$ cat src/rtl/moving_average_ctrl_pkg.sv
// Shared types, defaults and width helpers for the lock-in moving-average filter control path.
// The register bank imports the DEFAULT_* values so host readback matches what the sequencer applies.
package moving_average_ctrl_pkg;

   typedef enum logic [1:0] {
      RESET_MA   = 2'd0,
      WAIT_READY = 2'd1,
      SETTLE     = 2'd2,
      RUN        = 2'd3
   } ma_state_e;

   localparam int unsigned DEF_MAX_DECIMATION   = 32'd1024;
   localparam int unsigned DEF_MAX_CASCADED_MAS = 32'd3;
   localparam int unsigned DEF_RESET_CYCLES     = 32'd4;
   localparam int unsigned DEFAULT_LENGTH       = 32'd16;
   localparam int unsigned DEFAULT_ORDER        = 32'd1;

   function automatic int unsigned len_width(input int unsigned max_decimation);
      return $clog2(max_decimation) + 1;
   endfunction

   function automatic int unsigned ord_width(input int unsigned max_cascaded);
      return $clog2(max_cascaded) + 1;
   endfunction

   // Settle target is length * order, so its width is the sum of both operand widths.
   function automatic int unsigned settle_width(input int unsigned max_decimation,
                                                input int unsigned max_cascaded);
      return len_width(max_decimation) + ord_width(max_cascaded);
   endfunction

   function automatic logic cfg_in_range(input logic [31:0] length,
                                         input logic [31:0] order,
                                         input logic [31:0] max_len,
                                         input logic [31:0] max_ord);
      return (length >= 32'd1) && (length <= max_len) &&
             (order  >= 32'd1) && (order  <= max_ord);
   endfunction

endpackage

$ cat src/rtl/moving_average_cfg_sequencer.sv
// Reconfiguration sequencer for the X/Y moving-average filter pair: holds the filter in reset,
// waits for ready, applies length/order, and masks the output strobe until every window has refilled.
module moving_average_cfg_sequencer #(
   parameter int unsigned MAX_DECIMATION   = moving_average_ctrl_pkg::DEF_MAX_DECIMATION,
   parameter int unsigned MAX_CASCADED_MAs = moving_average_ctrl_pkg::DEF_MAX_CASCADED_MAS,
   parameter int unsigned DEFAULT_LENGTH   = moving_average_ctrl_pkg::DEFAULT_LENGTH,
   parameter int unsigned DEFAULT_ORDER    = moving_average_ctrl_pkg::DEFAULT_ORDER,
   parameter int unsigned RESET_CYCLES     = moving_average_ctrl_pkg::DEF_RESET_CYCLES,
   localparam int unsigned LW = moving_average_ctrl_pkg::len_width(MAX_DECIMATION),
   localparam int unsigned OW = moving_average_ctrl_pkg::ord_width(MAX_CASCADED_MAs)
) (
   input  logic          clock,
   input  logic          reset_n,
   input  logic [LW-1:0] cfg_length,
   input  logic [OW-1:0] cfg_order,
   input  logic          cfg_valid,
   output logic          cfg_ready,
   output logic          cfg_error,
   output logic          cfg_done,
   input  logic          in_valid,
   output logic          ma_data_in_valid,
   output logic          ma_reset,
   input  logic          ma_ready,
   output logic [LW-1:0] ma_length,
   output logic [OW-1:0] ma_order,
   input  logic          ma_data_out_valid,
   output logic          data_out_valid,
   output logic          settling
);
   import moving_average_ctrl_pkg::*;

   localparam int unsigned SW        = settle_width(MAX_DECIMATION, MAX_CASCADED_MAs);
   localparam logic [SW-1:0] HOLD_LAST = SW'(RESET_CYCLES - 32'd1);
   localparam logic [SW-1:0] CNT_ONE   = SW'(32'd1);
   localparam logic [LW-1:0] LEN_RST   = LW'(DEFAULT_LENGTH);
   localparam logic [OW-1:0] ORD_RST   = OW'(DEFAULT_ORDER);

   ma_state_e     state_q, state_d;
   logic [SW-1:0] cnt_q, cnt_d;
   logic [LW-1:0] ma_length_q, ma_length_d;
   logic [OW-1:0] ma_order_q, ma_order_d;
   logic          cfg_error_q, cfg_error_d;
   logic          cfg_done_s;
   logic          live_s;
   logic          accept_s;
   logic          range_ok_s;
   logic [SW-1:0] settle_target_s;

   assign live_s          = (state_q == SETTLE) || (state_q == RUN);
   assign accept_s        = cfg_valid && live_s;
   assign range_ok_s      = cfg_in_range(32'(cfg_length), 32'(cfg_order),
                                         32'(MAX_DECIMATION), 32'(MAX_CASCADED_MAs));
   assign settle_target_s = SW'(ma_length_q) * SW'(ma_order_q);

   assign cfg_ready         = live_s;
   assign cfg_error         = cfg_error_q;
   assign cfg_done          = cfg_done_s;
   assign ma_reset          = (state_q == RESET_MA);
   assign ma_data_in_valid  = live_s && in_valid;
   assign data_out_valid    = (state_q == RUN) && ma_data_out_valid;
   assign settling          = (state_q != RUN);
   assign ma_length         = ma_length_q;
   assign ma_order          = ma_order_q;

   // Next-state logic; cnt counts up during the reset hold and down during the settle count.
   always_comb begin
      state_d     = state_q;
      cnt_d       = cnt_q;
      ma_length_d = ma_length_q;
      ma_order_d  = ma_order_q;
      cfg_error_d = 1'b0;
      cfg_done_s  = 1'b0;
      case (state_q)
         RESET_MA: begin
            if (cnt_q == HOLD_LAST) begin
               state_d = WAIT_READY;
               cnt_d   = '0;
            end else begin
               cnt_d = cnt_q + CNT_ONE;
            end
         end
         WAIT_READY: begin
            if (ma_ready) begin
               state_d = SETTLE;
               cnt_d   = settle_target_s;
            end else begin
               state_d = WAIT_READY;
            end
         end
         SETTLE, RUN: begin
            cfg_error_d = accept_s && !range_ok_s;
            if (accept_s && range_ok_s) begin
               state_d     = RESET_MA;
               cnt_d       = '0;
               ma_length_d = cfg_length;
               ma_order_d  = cfg_order;
            end else if (!ma_ready) begin
               state_d = RESET_MA;
               cnt_d   = '0;
            end else if ((state_q == SETTLE) && !cfg_error_q) begin
               // Completion is held off while a reject pulse is out so done and error never coincide.
               if (cnt_q == '0) begin
                  state_d    = RUN;
                  cfg_done_s = 1'b1;
               end else if (in_valid) begin
                  if (cnt_q == CNT_ONE) begin
                     state_d    = RUN;
                     cnt_d      = '0;
                     cfg_done_s = 1'b1;
                  end else begin
                     cnt_d = cnt_q - CNT_ONE;
                  end
               end else begin
                  cnt_d = cnt_q;
               end
            end else begin
               state_d = state_q;
            end
         end
         default: begin
            state_d = RESET_MA;
            cnt_d   = '0;
         end
      endcase
   end

   // State, counter, applied configuration and reject pulse registers.
   always_ff @(posedge clock or negedge reset_n) begin
      if (!reset_n) begin
         state_q     <= RESET_MA;
         cnt_q       <= '0;
         ma_length_q <= LEN_RST;
         ma_order_q  <= ORD_RST;
         cfg_error_q <= 1'b0;
      end else begin
         state_q     <= state_d;
         cnt_q       <= cnt_d;
         ma_length_q <= ma_length_d;
         ma_order_q  <= ma_order_d;
         cfg_error_q <= cfg_error_d;
      end
   end

endmodule
$ cat config.mk
export PLATFORM = sky130hd
export DESIGN_NAME = moving_average_cfg_sequencer
export DESIGN_NICKNAME = d
export VERILOG_FILES = /design/src/rtl/moving_average_ctrl_pkg.sv /design/src/rtl/moving_average_cfg_sequencer.sv
export SDC_FILE = /design/constraint.sdc
export NUM_CORES = 1
export LEC_CHECK = 0
export ABC_AREA = 1
export CORE_UTILIZATION = 56
export CTS_BUF_LIST = sky130_fd_sc_hd__clkbuf_16
export DETAILED_ROUTE_END_ITERATION = 10
export DONT_BUFFER_PORTS = 1
export PLACE_DENSITY_LB_ADDON = 0.2
export SLEW_MARGIN = 20
export SYNTH_ARGS = -nofsm -noshare
export SYNTH_HDL_FRONTEND = slang
export SYNTH_SLANG_ARGS = --single-unit
$ cat constraint.sdc
create_clock -name clock -period 2.9 [get_ports clock]
set_input_delay 0.725 -clock clock [delete_from_list [all_inputs] [get_ports clock]]
set_output_delay 0.725 -clock clock [all_outputs]
set_load 0.01 [all_outputs]
==> flow_summary.toml <==
[run_status]
status = "finished, final reports clean"

[power]
netSwitchingPower_w = 0.00187
pwr_density_cell_nw_per_um2 = 951
leakage_nw = 2.03
power_frac_seq = 0.273
clkPwrFrac = 0.155
p_int_w = 0.00166
pwr-share-comb = 0.571
switching_share = 0.530
vdd_ir_drop_max_uv = 763

[synthesis]
ys_warn_count = 0
synth_seq_cells = 31
ys_seq_area_frac = 0.222
syn_area_per_cell_sq_um = 6.16
syn_nets = 615
synthCells = 569
synthDistinctLibCells = 34
netlist_area_sq_um = 3500

[worst_setup_path]
crit_top_cell = "nand2_1"
crit_arrival_ps = 2940
rr_startpoint = "ma_order[0]"
cpMaxStageDelayCell = "dfstp_2"
worstSetupEndpointType = "flop"
crit_type = "reg2reg"
crit_required_ps = 3080
critical-path-top-delay-family = "simple AND/OR/NAND/NOR gates"
cp_num_buf_inv = 2
path_cells = "clkbuf_4 > nand2_1 > fa_1 > inv_1 > ha_1 > nand2_1 > nor2_2 > nand3_1 > nand3_1 > nand2_1 > nand3_1 > nand3_1 > nand2_1 > nand2_1"
start_kind = "flop"
path_max_fanout = 7
critPathLaunch = "ma_order[0]"
critPathMaxStageDelay_ps = 630
worst_r2r_endpoint = "cnt_q[11]"
setup.reg_to_reg.worst_slack_ps = 140
cp.depth = 14
r2r_cells = 14

[placed_design]
routabilityCongestion = 0.930
port_buffers = 0
hpwl_microns = 7070

[global_route]
grt_remaining_overflow = 0
grtUsageMet1 = 0.442
grt_first_pass_wirelength_microns = 15600
grt_use_met2 = 0.473
grt_busiest_layer = "met2"
antenna_found_initial = 0
grt_pass1_vias = 3301
grt_usage = 0.313
grt_max_degree = 34
grt_use_met3 = 0.0506

[floorplanning]
fp.coreArea_sq_um = 5990
die_w_microns = 81.1
dieArea_sq_um = 6580
initial_core_util = 0.585
die_height_microns = 81.1
row_count = 28
top_level_ports = 41

[sta]
relSlewSlack = 0.639
setup_viol = 0
fin_crit_ps = 2760
drv_slew = 0
finClkSkew_ps = 5.44
fmax_mhz = 362
rsz0062_at_grt = "no"
final_hold_viol_count = 0
setup_tns_ps = 0
fin_crit_sh = 0.952
worstMarginPinSlew_ps = 540

[finish]
layout-drive-gt1-share = 0.101
n_fill_cell = 573
layout_commonest_cell = "nand2_1"
final_nets = 610
register_area_sq_um = 781
antenna_cells = 0
fin_util = 0.620
multi_input_area_sq_um = 2330
area_growth_pct = 6.04
final_cell_mix = "191 x nand2_1, 81 x nand3_1, 68 x inv_1, 66 x nor2_1, 27 x dfrtp_1"

[clock_network]
cts_tree = "done"
cts_max_path_buffers = 2
cts_root_buf = "clkbuf_16"
numClockSinks = 31
path_clk_slew_ps = 60
numCtsBuffers = 5
clk_latency_ps = 290
htreeDepth = 2

[drt]
wire_per_inst_microns = 15.0
wirelength_microns = 9610
routed_via_density = 5.68
initialDrtViolationCount = 344
antenna_left = 0
vias = 3637
drt_pass1_iterations = 5
route.detailed.drc = 0

[min_path]
hold_path.class = "in2async"

[run]
maxCapViolCount = 0
[layer usage]
layer | share of wire | up-vias
met5 | 0 | -
met2 | 0.44 | 142
met4 | 0.022 | 0
met1 | 0.47 | 1688
li1 | - | 1785
met3 | 0.068 | 22
[worst max path at each step]
| stage | slack [ps] | endpoint |
|---|---|---|
| floorplan | 220 | cnt_q[10] |
| global placement | 200 | cnt_q[13] |
| detailed placement | 140 | cnt_q[13] |
| CTS | 130 | cnt_q[13] |
| global route | 10 | cnt_q[13] |
| finish | 140 | cnt_q[11] |
[metrics by stage]
stage / setup WS [ps] / instance area, sq um / total power, W / hold slack (ps) / cells
global route: 10.7 / 3710 / 0.00381 / 118 / 640
finish: 140 / 3710 / 0.00353 / 128 / 640
detailed placement: 139 / 3530 / 0.00291 / 430 / 630
floorplan: 219 / 3500 / 0.00243 / 429 / 569
global placement: 200 / 3530 / 0.00287 / 430 / 630
CTS: 127 / 3680 / 0.00346 / 126 / 638
[flip-flops by register name, summed over array words and instances, names as in the netlist]
signal and flops:
cnt_q 14, ma_length 11, ma_order 3, state_q 2, cfg_error 1
[final cells by class]
cell class / instances / share of cell area
clock buffer: 5 / 0.0337
clock inverter: 3 / 0.00640
sequential: 31 / 0.210
multi-input combinational: 442 / 0.628
timing repair buffer: 11 / 0.0222
inverter: 73 / 0.0738
tap: 75 / 0.0253
[power by group through the flow]
stage | logic [W] | clock network, W | registers, W
2_1_floorplan | 0.00163 | 0 | 0.000803
3_3_place_gp | 0.00190 | 0 | 0.000969
3_5_place_dp | 0.00194 | 0 | 0.000975
4_1_cts | 0.00194 | 0.000551 | 0.000970
5_1_grt | 0.00225 | 0.000571 | 0.000995
6_report | 0.00202 | 0.000549 | 0.000965
[cells by family after synthesis]
kind of cell               after synthesis  synth area share
muxes                                   11            0.0354
adders and majority gates               26             0.114
buffers and inverters                   96             0.116
xor gates and xnor gates                 3           0.00750
AOI/OAI and AO/OA                       30            0.0461
DFF                                     31             0.222
and+or+nand+nor                        372             0.459
[what timing repair did]
item / 4_1_cts / 5_1_grt
setup endpoints to repair: 0 / 4
buffers inserted: 0 / 2
gates resized for setup: 0 / 10
hold buffers: 0 / 0
[synthesized netlist by cell type, drive strengths merged]
cell type / n / area share
nand2: 196 / 0.21
nand3: 81 / 0.12
nor2: 74 / 0.090
inv: 73 / 0.078
dfrtp: 29 / 0.21
o21ai: 19 / 0.028
buf: 16 / 0.030
ha: 16 / 0.057
mux2: 11 / 0.035
fa: 10 / 0.057
a21oi: 8 / 0.011
nand4: 8 / 0.016
clkbuf: 7 / 0.0075
nor3: 6 / 0.0086
nand3b: 4 / 0.0086
xor2: 3 / 0.0075
dfstp: 2 / 0.015
o21bai: 2 / 0.0043
or2: 2 / 0.0036
a21o: 1 / 0.0021
nor4: 1 / 0.0018
No activity file was read; power rests on OpenSTA's default activity.
